[src/rtl/moving_avg_pkg.sv]
// Shared types and width helpers for the multi-channel moving-average filter.
package moving_avg_pkg;

    typedef enum logic {
        RND_TRUNC   = 1'b0,
        RND_HALF_UP = 1'b1
    } rnd_mode_e;

    function automatic int sum_width(input int dw, input int log2_n);
        return dw + log2_n;
    endfunction

    function automatic int ch_width(input int ch);
        return (ch > 1) ? $clog2(ch) : 1;
    endfunction

endpackage

[src/rtl/mavg_ring.sv]
// One channel's sample window: ring buffer, write pointer and saturating fill count.
module mavg_ring #(
    parameter int DW     = 16,
    parameter int LOG2_N = 2
) (
    input  logic              clk,
    input  logic              rst_n,
    input  logic              clr,
    input  logic              wr_en,
    input  logic [DW-1:0]     wr_data,
    output logic [DW-1:0]     oldest,
    output logic [LOG2_N:0]   fill
);

    localparam int N = 1 << LOG2_N;

    logic [DW-1:0]     mem_q [N];
    logic [LOG2_N-1:0] wptr_q;
    logic [LOG2_N:0]   fill_q;

    // The slot about to be overwritten holds the sample leaving the window.
    assign oldest = mem_q[wptr_q];
    assign fill   = fill_q;

    always_ff @(posedge clk) begin
        if (!rst_n || clr) begin
            for (int unsigned i = 0; i < N; i++) begin
                mem_q[i] <= '0;
            end
            wptr_q <= '0;
            fill_q <= '0;
        end else if (wr_en) begin
            mem_q[wptr_q] <= wr_data;
            wptr_q        <= wptr_q + 1'b1;
            if (fill_q != (LOG2_N+1)'(N)) begin
                fill_q <= fill_q + 1'b1;
            end
        end
    end

endmodule

[src/rtl/moving_avg_mc.sv]
// Multi-channel moving-average filter; channels share one adder/shifter and a registered output.
module moving_avg_mc
    import moving_avg_pkg::*;
#(
    parameter int DW     = 16,
    parameter int LOG2_N = 2,
    parameter int CH     = 4,
    parameter int RND    = 0
) (
    input  logic                    clk,
    input  logic                    rst_n,
    input  logic                    clr,
    input  logic                    in_valid,
    output logic                    in_ready,
    input  logic [ch_width(CH)-1:0] in_ch,
    input  logic [DW-1:0]           in_data,
    output logic                    out_valid,
    input  logic                    out_ready,
    output logic [ch_width(CH)-1:0] out_ch,
    output logic [DW-1:0]           out_data,
    output logic                    out_full
);

    localparam int N  = 1 << LOG2_N;
    localparam int SW = sum_width(DW, LOG2_N);
    localparam int CW = ch_width(CH);
    localparam rnd_mode_e RMODE = (RND != 0) ? RND_HALF_UP : RND_TRUNC;
    localparam logic [SW:0] RND_ADD = (RMODE == RND_HALF_UP) ? (SW+1)'(N / 2) : '0;

    logic [DW-1:0]   oldest_arr [CH];
    logic [LOG2_N:0] fill_arr   [CH];
    logic [SW-1:0]   sum_q      [CH];

    logic            accept;
    logic            ch_ok;
    logic            hit;
    logic [DW-1:0]   oldest_sel;
    logic [LOG2_N:0] fill_sel;
    logic [SW-1:0]   sum_sel;
    logic [SW-1:0]   sum_new;
    logic [SW:0]     rnd_sum;
    logic [DW-1:0]   avg;
    logic            full_next;

    assign in_ready = rst_n && !clr && (!out_valid || out_ready);
    assign accept   = in_valid && in_ready;
    assign ch_ok    = int'(in_ch) < CH;
    assign hit      = accept && ch_ok;

    always_comb begin
        oldest_sel = '0;
        fill_sel   = '0;
        sum_sel    = '0;
        for (int unsigned i = 0; i < CH; i++) begin
            if (in_ch == CW'(i)) begin
                oldest_sel = oldest_arr[i];
                fill_sel   = fill_arr[i];
                sum_sel    = sum_q[i];
            end
        end
    end

    // Intermediate may wrap modulo 2^SW; the final sum is always non-negative and in range.
    assign sum_new   = sum_sel + SW'(in_data) - SW'(oldest_sel);
    assign rnd_sum   = {1'b0, sum_new} + RND_ADD;
    assign avg       = DW'(rnd_sum >> LOG2_N);
    assign full_next = ({1'b0, fill_sel} + 1'b1) >= (LOG2_N+2)'(N);

    for (genvar g = 0; g < CH; g++) begin : g_ring
        mavg_ring #(
            .DW     (DW),
            .LOG2_N (LOG2_N)
        ) u_ring (
            .clk     (clk),
            .rst_n   (rst_n),
            .clr     (clr),
            .wr_en   (hit && (in_ch == CW'(g))),
            .wr_data (in_data),
            .oldest  (oldest_arr[g]),
            .fill    (fill_arr[g])
        );
    end

    always_ff @(posedge clk) begin
        for (int unsigned i = 0; i < CH; i++) begin
            if (!rst_n || clr) begin
                sum_q[i] <= '0;
            end else if (hit && (in_ch == CW'(i))) begin
                sum_q[i] <= sum_new;
            end
        end
    end

    always_ff @(posedge clk) begin
        if (!rst_n || clr) begin
            out_valid <= 1'b0;
            out_ch    <= '0;
            out_data  <= '0;
            out_full  <= 1'b0;
        end else if (hit) begin
            out_valid <= 1'b1;
            out_ch    <= in_ch;
            out_data  <= avg;
            out_full  <= full_next;
        end else if (out_ready) begin
            out_valid <= 1'b0;
        end
    end

endmodule

[config.mk]
export PLATFORM = sky130hd
export DESIGN_NAME = moving_avg_mc
export DESIGN_NICKNAME = d
export VERILOG_FILES = /design/src/rtl/moving_avg_pkg.sv /design/src/rtl/mavg_ring.sv /design/src/rtl/moving_avg_mc.sv
export SDC_FILE = /design/constraint.sdc
export NUM_CORES = 1
export LEC_CHECK = 0
export BUFFER_PORTS_ARGS = -buffer_cell sky130_fd_sc_hd__buf_2
export CORE_MARGIN = 5
export CORE_UTILIZATION = 33
export CTS_BUF_LIST = sky130_fd_sc_hd__clkbuf_4 sky130_fd_sc_hd__clkbuf_8
export DETAILED_ROUTE_END_ITERATION = 10
export MAX_ROUTING_LAYER = met4
export SLEW_MARGIN = 40
export SYNTH_ARGS = -nofsm -noshare
export SYNTH_HDL_FRONTEND = slang
export SYNTH_SLANG_ARGS = --single-unit
[constraint.sdc]
create_clock -name clk -period 5.22 [get_ports clk]
set_input_delay 0.261 -clock clk [delete_from_list [all_inputs] [get_ports clk]]
set_output_delay 0.261 -clock clk [all_outputs]
set_load 0.03 [all_outputs]
==> qor.yml <==
status:
  outcome: "completed"
sta:
  period_share_pct: 89.25
  setup_viol: 0
  fin_crit_ps: 4659
  setup_tns_ps: 0
  fin_skew_ps: 34.77
  slew-limit-headroom_pct: 44.98
  rsz0062_at_grt: "no"
  tightest_slew_ps: 823.3
  fmax_ghz: 0.2146
  drv_slew: 0
  finalHoldViolations: 0
logic_synthesis:
  ys_seq_area_share_pct: 60.37
  synth_cells: 1247
  async_reset_ff_share_pct: 0
  yosysTopAreaCell: "edfxtp_1"
  syn_nets: 1312
  yosys-top-cells-area: "edfxtp_1 55%, mux4_2 9.7%, and2_1 8.0%, dfxtp_1 5.4%, mux4_1 3.1%"
  ys_ff_latch: 376
  synth_cell_types: 61
  synthFlopType: "edfxtp_1"
  ys_warn_count: 0
  avgSynthCellArea_um2: 14.36
  yosysTopAreaCellShare_pct: 55.00
  synth_edf_count: 328
  syn_area_um2: 17910
global_route:
  grt_pass1_wl_um: 69740
  use_met1_pct: 21.86
  antenna_found_initial: 3
  track_usage_pct: 16.10
  gr-total-overflow: 0
  grt-busiest-layer: "met2"
  grt_max_degree: 37
  grt_pass1_vias: 10687
  grt.met2_usage_pct: 25.20
  met3_usage_pct: 2.662
clock_tree:
  cts.sinks: 376
  clkLatencyLatePin_ps: 630
  postCtsSetupBuffers: 0
  numCtsBuffers: 67
  cts_resized: 0
  cts-root-buf: "clkbuf_8"
  ctsHoldBuffers: 2
  max-clock-path-buffers: 3
  h-tree-depth: 3
  cts.clk_slew.worst_paths_ps: 60
  cts_tree: "done"
drt:
  vias: 10497
  post-route-drc-count: 0
  drtIter0Drc: 831
  finalWirelength_um: 46310
  drt-vias-per-instance: 5.088
  wl_per_cell_um: 22.45
  ant_nets: 0
  firstDrtPassIters: 5
cells_and_area:
  multiInputGateArea_um2: 6446
  layout_common_cells: "328 x edfxtp_1, 230 x and2_1, 108 x nor2_1"
  n_fill_cell: 5046
  final_common_cell: "edfxtp_1"
  utilization_pct: 37.61
  syn_to_final_growth_pct: 13.03
  register_area_um2: 10810
  drive_gt1_share_pct: 22.80
  stdcell_count: 2063
  fin_area_um2: 20240
  fin_nets: 1375
hold_path:
  hold_depth: 3
  hold_path_class: "in -> reg"
worst_setup_path:
  crit_path_end_kind: "register"
  cp.required_ps: 5560
  crit_type: "reg -> reg"
  reg2reg_depth: 14
  cp_max_fo: 9
  critPathLaunchType: "register"
  cp.arrival_ps: 5000
die:
  dieArea_um2: 59020
  start_util_pct: 33.28
  rows: 85
  fp.coreArea_um2: 53810
  die_x_um: 242.9
  die_h_um: 242.9
  ios: 44
placement:
  dpl.cell_count: 1935
  gp_congestion: 0.8346
  io_buffers: 43
  dp_hpwl_um: 30250
  place_area_um2: 18770
pwr:
  ir_drop_mv: 0.1461
  total_power_w: 0.007275
  p_leak_nw: 7.648
  p_per_area_nw_per_um2: 359.4
flow_run:
  cap_violations: 0
-- registers in the layout, summed over array words and instances, names as in the netlist, named ones only --
signal	flops
g_ring.u_ring.mem_q	256
out_ch	2
out_data	16
g_ring.u_ring.wptr_q	8
sum_q	72
out_valid	1
out_full	1
g_ring.u_ring.fill	12
-- synth_stat cells (all sizes together), types with 3 or more instances --
library cell and count:
ha 26, inv 39, dfxtp 48, edfxtp 328
and4b 4, a211oi 4, o31ai 3, or2 4
a21oi 44, xor2 7, nor4 16, fa 16
o21a 4, mux2i 5, xnor2 12, nand2 48
nor2 112, and3 5, o21ai 20, nor3 22
buf 33, nand3 18, and2 232, a31oi 4
clkbuf 55, nand2b 14, a21o 4, mux4 98
-- power by group --
group          total [W]  leakage [nW]  switching [W]  internal [W]
sequential       0.00344          4.05      0.0000391       0.00340
clock            0.00290         0.750        0.00124       0.00166
combinational   0.000938          2.85       0.000619      0.000319
total            0.00728          7.65        0.00189       0.00538
-- worst max-delay path, cell delays in order (launching register included) --
cell and delay, ps:
dfxtp_1 550, buf_4 300, mux4_2 600, mux4_2 480, ha_1 300, inv_1 60
ha_1 150, inv_1 60, fa_1 400, nand2b_1 180, a21o_1 180, a31oi_1 510
a21oi_1 180, xor2_1 340, nor2_1 80
-- final cells by class --
type / count / area share [%]
Antenna cell: 3 / 0.03709
Clock buffer: 98 / 6.046
Clock inverter: 25 / 1.008
Inverter: 41 / 0.7603
Multi-Input combinational cell: 741 / 31.85
Sequential cell: 376 / 53.42
Tap cell: 696 / 4.302
Timing Repair Buffer: 83 / 2.584
-- metal layers --
metal	part of all wire [%]	routed length, um	up-vias
met3	5.1	2377	74
met4	2.0	937	0
met5	0	0	-
met2	48	22230	312
li1	-	-	4718
met1	45	20770	5393
-- metrics by stage --
stage	hold slack [ps]	worst slack, ps
after floorplan	381.7	1301
after global placement	442.4	692.3
after detailed placement	448.0	629.1
after CTS	152.2	600.5
after global routing	219.8	307.5
final	183.7	561.2
-- worst paths after layout --
check / start / end / slack (ps)
worst min register to register: out_ch[0] / out_ch[0] / 450
worst max-delay path: register / sum_q[0][12] / 560
worst max register to register: register / sum_q[0][12] / 560
worst min-delay path: in_ch[0] / out_ch[0] / 180
-- cells by family (layout without fill, tap and decap cells) --
family / Yosys count / count (layout) / synth area share (%)
AND/OR/NAND/NOR: 485 / 485 / 15.02
flip-flops: 376 / 376 / 60.37
buffers and inverters: 130 / 247 / 3.934
multiplexers: 103 / 103 / 13.04
AO/OA/AOI/OAI: 92 / 92 / 3.060
adder cells (fa/ha/maj): 42 / 42 / 3.605
XOR/XNOR: 19 / 19 / 0.9712
other: 0 / 3 / 0
No activity file was read; power rests on OpenSTA's default activity.
